[src/rtl/hazard_resolve_pkg.sv]
// Shared definitions for the decode-stage hazard chain: hazard type codes,
// forwarding select encodings and the resolver FSM state encoding.
package hazard_resolve_pkg;

  // Hazard type codes produced by the distance-1/distance-2 detector cascade
  localparam logic [3:0] HZ_NONE      = 4'd0;
  localparam logic [3:0] HZ_D1_ALU_RS = 4'd1;
  localparam logic [3:0] HZ_D1_ALU_RT = 4'd2;
  localparam logic [3:0] HZ_D1_LD_RS  = 4'd3;
  localparam logic [3:0] HZ_D1_LD_RT  = 4'd4;
  localparam logic [3:0] HZ_D2_ALU_RS = 4'd5;
  localparam logic [3:0] HZ_D2_ALU_RT = 4'd6;
  localparam logic [3:0] HZ_D2_LD_RS  = 4'd7;
  localparam logic [3:0] HZ_D2_LD_RT  = 4'd8;

  // ID/EX operand select encodings
  localparam logic [1:0] FWD_REG = 2'b00;  // register file
  localparam logic [1:0] FWD_EXM = 2'b01;  // EX/MEM ALU result
  localparam logic [1:0] FWD_MWB = 2'b10;  // MEM/WB result

  typedef enum logic {
    ST_RUN      = 1'b0,
    ST_LU_STALL = 1'b1
  } hz_state_t;

endpackage

[src/rtl/hazard_resolve_fwd_sel_decode.sv]
// Combinational decode of the detector's {conf, type} code into the next
// forwarding selects and the load-use indication.
module fwd_sel_decode
  import hazard_resolve_pkg::*;
(
  input  logic       hz_conf,
  input  logic [3:0] hz_type,
  output logic [1:0] next_a,
  output logic [1:0] next_b,
  output logic       is_lu,
  output logic       lu_rt
);

  // Map the hazard code to operand selects; unused codes and conf=0 mean no hazard
  always_comb begin
    next_a = FWD_REG;
    next_b = FWD_REG;
    is_lu  = 1'b0;
    lu_rt  = 1'b0;
    if (hz_conf) begin
      case (hz_type)
        HZ_D1_ALU_RS: next_a = FWD_EXM;
        HZ_D1_ALU_RT: next_b = FWD_EXM;
        HZ_D1_LD_RS:  is_lu  = 1'b1;
        HZ_D1_LD_RT: begin
          is_lu = 1'b1;
          lu_rt = 1'b1;
        end
        HZ_D2_ALU_RS, HZ_D2_LD_RS: next_a = FWD_MWB;
        HZ_D2_ALU_RT, HZ_D2_LD_RT: next_b = FWD_MWB;
        default: ;
      endcase
    end
  end

endmodule

[src/rtl/hazard_resolve.sv]
// Hazard resolver: turns the final detector code into registered ID/EX
// forwarding selects and load-use stall/flush controls.
// Optional feature: define HZ_STALL_CNT_EN to build the saturating
// bubble-cycle statistics counter on stall_cnt; otherwise it reads 0.
// A load-use hazard yields LOAD_LAT bubble cycles in total: the detection
// cycle plus LOAD_LAT-1 cycles in LU_STALL. The last LU_STALL cycle
// (bub_cnt==0) is a release cycle with stalls and flush low, so the held
// instruction enters EX on the same edge its select is loaded with MEM/WB.
module hazard_resolve
  import hazard_resolve_pkg::*;
#(
  parameter int LOAD_LAT = 1,
  parameter int CNT_W    = 16
) (
  input  logic             clk,
  input  logic             rst,
  input  logic             hz_hold,
  input  logic             hz_conf,
  input  logic [3:0]       hz_type,
  output logic [1:0]       fwd_a_sel,
  output logic [1:0]       fwd_b_sel,
  output logic             stall_f,
  output logic             stall_d,
  output logic             flush_e,
  output logic [CNT_W-1:0] stall_cnt
);

  localparam logic [1:0] BUB_INIT = 2'(LOAD_LAT - 1);

  hz_state_t  state_reg;
  logic [1:0] bub_cnt_reg;
  logic       lu_rt_reg;
  logic [1:0] fwd_a_reg;
  logic [1:0] fwd_b_reg;

  logic [1:0] next_a;
  logic [1:0] next_b;
  logic       is_lu;
  logic       lu_rt;

  fwd_sel_decode u_dec (
    .hz_conf (hz_conf),
    .hz_type (hz_type),
    .next_a  (next_a),
    .next_b  (next_b),
    .is_lu   (is_lu),
    .lu_rt   (lu_rt)
  );

  // Stall/flush controls: combinational so the load-use bubble lands in the detection cycle
  always_comb begin
    stall_f = 1'b0;
    stall_d = 1'b0;
    flush_e = 1'b0;
    if (rst) begin
      stall_f = 1'b0;
    end else if (hz_hold) begin
      stall_f = 1'b1;
      stall_d = 1'b1;
    end else if (state_reg == ST_RUN) begin
      stall_f = is_lu;
      stall_d = is_lu;
      flush_e = is_lu;
    end else if (bub_cnt_reg != 2'd0) begin
      stall_f = 1'b1;
      stall_d = 1'b1;
      flush_e = 1'b1;
    end
  end

  // FSM, bubble counter, latched operand and registered forwarding selects
  always_ff @(posedge clk) begin
    if (rst) begin
      state_reg   <= ST_RUN;
      bub_cnt_reg <= 2'd0;
      lu_rt_reg   <= 1'b0;
      fwd_a_reg   <= FWD_REG;
      fwd_b_reg   <= FWD_REG;
    end else if (!hz_hold) begin
      case (state_reg)
        ST_RUN: begin
          if (is_lu) begin
            state_reg   <= ST_LU_STALL;
            bub_cnt_reg <= BUB_INIT;
            lu_rt_reg   <= lu_rt;
            fwd_a_reg   <= FWD_REG;
            fwd_b_reg   <= FWD_REG;
          end else begin
            fwd_a_reg <= next_a;
            fwd_b_reg <= next_b;
          end
        end
        ST_LU_STALL: begin
          if (bub_cnt_reg != 2'd0) begin
            bub_cnt_reg <= bub_cnt_reg - 2'd1;
          end else begin
            state_reg <= ST_RUN;
            fwd_a_reg <= lu_rt_reg ? FWD_REG : FWD_MWB;
            fwd_b_reg <= lu_rt_reg ? FWD_MWB : FWD_REG;
          end
        end
      endcase
    end
  end

  assign fwd_a_sel = fwd_a_reg;
  assign fwd_b_sel = fwd_b_reg;

`ifdef HZ_STALL_CNT_EN
  logic [CNT_W-1:0] stall_cnt_reg;

  // Count inserted bubble cycles, saturating at all-ones
  always_ff @(posedge clk) begin
    if (rst) begin
      stall_cnt_reg <= '0;
    end else if (flush_e && !hz_hold && (stall_cnt_reg != {CNT_W{1'b1}})) begin
      stall_cnt_reg <= stall_cnt_reg + CNT_W'(1);
    end
  end

  assign stall_cnt = stall_cnt_reg;
`else
  assign stall_cnt = '0;
`endif

endmodule

[config.mk]
export PLATFORM = sky130hd
export DESIGN_NAME = hazard_resolve
export DESIGN_NICKNAME = d
export VERILOG_FILES = /design/src/rtl/hazard_resolve_pkg.sv /design/src/rtl/hazard_resolve_fwd_sel_decode.sv /design/src/rtl/hazard_resolve.sv
export SDC_FILE = /design/constraint.sdc
export NUM_CORES = 1
export LEC_CHECK = 0
export BUFFER_PORTS_ARGS = -buffer_cell sky130_fd_sc_hd__buf_2
export CAP_MARGIN = 20
export CORE_UTILIZATION = 43
export CTS_CLUSTER_SIZE = 8
export DETAILED_ROUTE_END_ITERATION = 8
export PLACE_DENSITY = 0.78
export SYNTH_ARGS = -nofsm -noshare
export SYNTH_HDL_FRONTEND = slang
export SYNTH_SLANG_ARGS = --single-unit
[constraint.sdc]
create_clock -name clk -period 1.9 [get_ports clk]
set_input_delay 0.38 -clock clk [delete_from_list [all_inputs] [get_ports clk]]
set_output_delay 0.38 -clock clk [all_outputs]
set_load 0.1 [all_outputs]
==> impl_metrics.ini <==
[floorplan]
dieArea_mm2 = 0.00157
core_mm2 = 0.00132
die_y_um = 39.6
die_width_um = 39.6
std_cell_rows = 13
start_util_pct = 46.2
io_pins = 31

[route]
avgViaCountPerCell = 4.95
drc_errors = 0
drt_iter0_drc = 8
first_pass_iters = 4
wl_um = 1260
routedWlPerCell_um = 11.4
num_vias = 544
detail-route-antenna-nets = 0

[yosys]
synth_common_cells = 17 x buf_4, 8 x dfxtp_1, 5 x a21oi_1, 5 x nor2_1, 5 x nor3_1
yosys_warnings = 0
synth_top_area_cell = dfxtp_1
syn_area_um2 = 609
yosys-top-cells-area = dfxtp_1 26%, buf_4 21%, a21oi_1 4.1%, nor3_1 4.1%, a21boi_4 3.1%
async_flop_share_pct = 0
synth_edf_count = 0
yosys_register_bits = 8
synthFlopType = dfxtp_1
yosysSeqAreaShare_pct = 26.3
yosysMostFrequentCell = buf_4
syn_area_per_cell_um2 = 8.12
synth_cell_types = 28
syn_inst = 75
synth_top_area_share_pct = 26.3

[hold_path]
hold_start = rst
hp-class = in -> reg

[sta]
finalHoldViolCount = 0
fmax_mhz = 526
min_period_ns = 1.90
slew_viol_final = 0
post-route-period-util_pct = 100
setup_viol = 1
whs_ns = 0.483
setup_tns_ns = -0.00131
skew_ns = 0.000487
rsz0062_at_grt = true
worst_slack_ns = -0.00131

[critical_path]
crit_arrival_ns = 1.52
critPathLaunch = hz_type[1]
critPathKind = in -> out
worstSetupEndpointType = primary output
cp_max_fo = 4
r2r_setup_slack_ns = 0.44
start_kind = input port
rr_startpoint = state_reg
cp.required_ns = 1.52

[power_and_ir_drop]
p_per_area_mw_per_mm2 = 692
p_int_uw = 285
p_total_uw = 553
p_sw_uw = 268
clkPwrFrac_pct = 23.7
leakagePower_nw = 0.364
comb_power_share_pct = 45.3
pwr-share-seq_pct = 31.1
sw_frac_of_total_pct = 48.4
ir_worst_vdd_mv = 0.402

[run_status]
violations = negative setup slack
status = complete, but fails checks

[final_layout]
final_util_pct = 60.7
fin_area_um2 = 800
drive_gt1_share_pct = 42.1
area_growth_pct = 31.2
fin_nets = 106
n_antenna_cell = 0
layout.cells.non_filler = 110

[grt]
grt_usage_pct = 18.5
use_met2_pct = 30.3
antenna_found_initial = 0
grt_max_degree = 13
grt_overflow_total = 0
gr-usage-met3_pct = 2.84
grt_pass1_wl_um = 1910
grt_use_met1_pct = 20.8
grt_busiest_layer = met2
grt_pass1_vias = 483

[clock_network]
clkTransAtPathRegs_ns = 0.05
cts.path.max_buffers = 2
cts_tree = yes
clock_sinks = 8
cts_max_level = 1
clk_latency_ns = 0.25
cts_root_buffer = clkbuf_4
cts-buffers-inserted = 3

[placed_design]
dp.final_hpwl_um = 942
dpl_cell_area_um2 = 728
globalplace.congestion = 0.758
place_ws_ns = -0.0581
port_buffers = 14
dp.cells = 106

[job]
drv_cap = 0
==> placed cells by master, fill, tap and decap left out, drive strengths merged, types with 3 or more instances in the layout <==
master  count
a21oi       5
nor3        5
nor2        5
nand2b      4
clkbuf      3
inv         4
conb       16
nor2b       3
dfxtp       8
buf        21
==> timing repair <==
action                                  4_1_cts  5_1_grt
hold buffers                                  0        0
gates resized for setup                       7        2
pin swaps                                     3        0
endpoints found under the setup margin        3        3
buffers inserted                              1        0
==> worst max-delay path: stages <==
cell	delay (ns)
buf_6	0.09
or3b_4	0.41
a21boi_4	0.21
nor2_2	0.08
nor3_4	0.15
buf_12	0.20
==> area by class of cell <==
cell class,instances,area (um2)
inverter,4,15.0
tap,15,18.8
clock buffer,3,22.5
multi-input combinational,59,407
sequential,8,163
fill,124,518
timing repair buffer,21,174
==> layer usage <==
layer  wire [um]  vias to the layer above
li1            -                      268
met1         530                      250
met2         649                       22
met3          49                        4
met4          26                        0
met5           0                        -
==> cell families after synthesis <==
logic type / Yosys count / synth area share [%]
and+or+nand+nor: 27 / 26.9
buffers and inverters: 23 / 25.9
AOI/OAI and AO/OA: 14 / 16.4
DFF: 8 / 26.3
muxes: 1 / 1.85
adders and majority gates: 1 / 2.05
other: 1 / 0.615
==> power by group through the flow <==
stage,logic [mW],registers (mW),clock network [mW]
CTS,0.249,0.172,0.134
global placement,0.242,0.175,0
floorplan,0.222,0.190,0
finish,0.250,0.172,0.131
detailed placement,0.244,0.175,0
global route,0.258,0.172,0.141
==> worst paths after layout <==
check                 end  depth (start not counted)
max               flush_e                          6
min          fwd_a_sel[0]                          2
max reg2reg     lu_rt_reg                          5
min reg2reg  fwd_a_sel[0]                          2
Power figures use the tool's default switching activity.
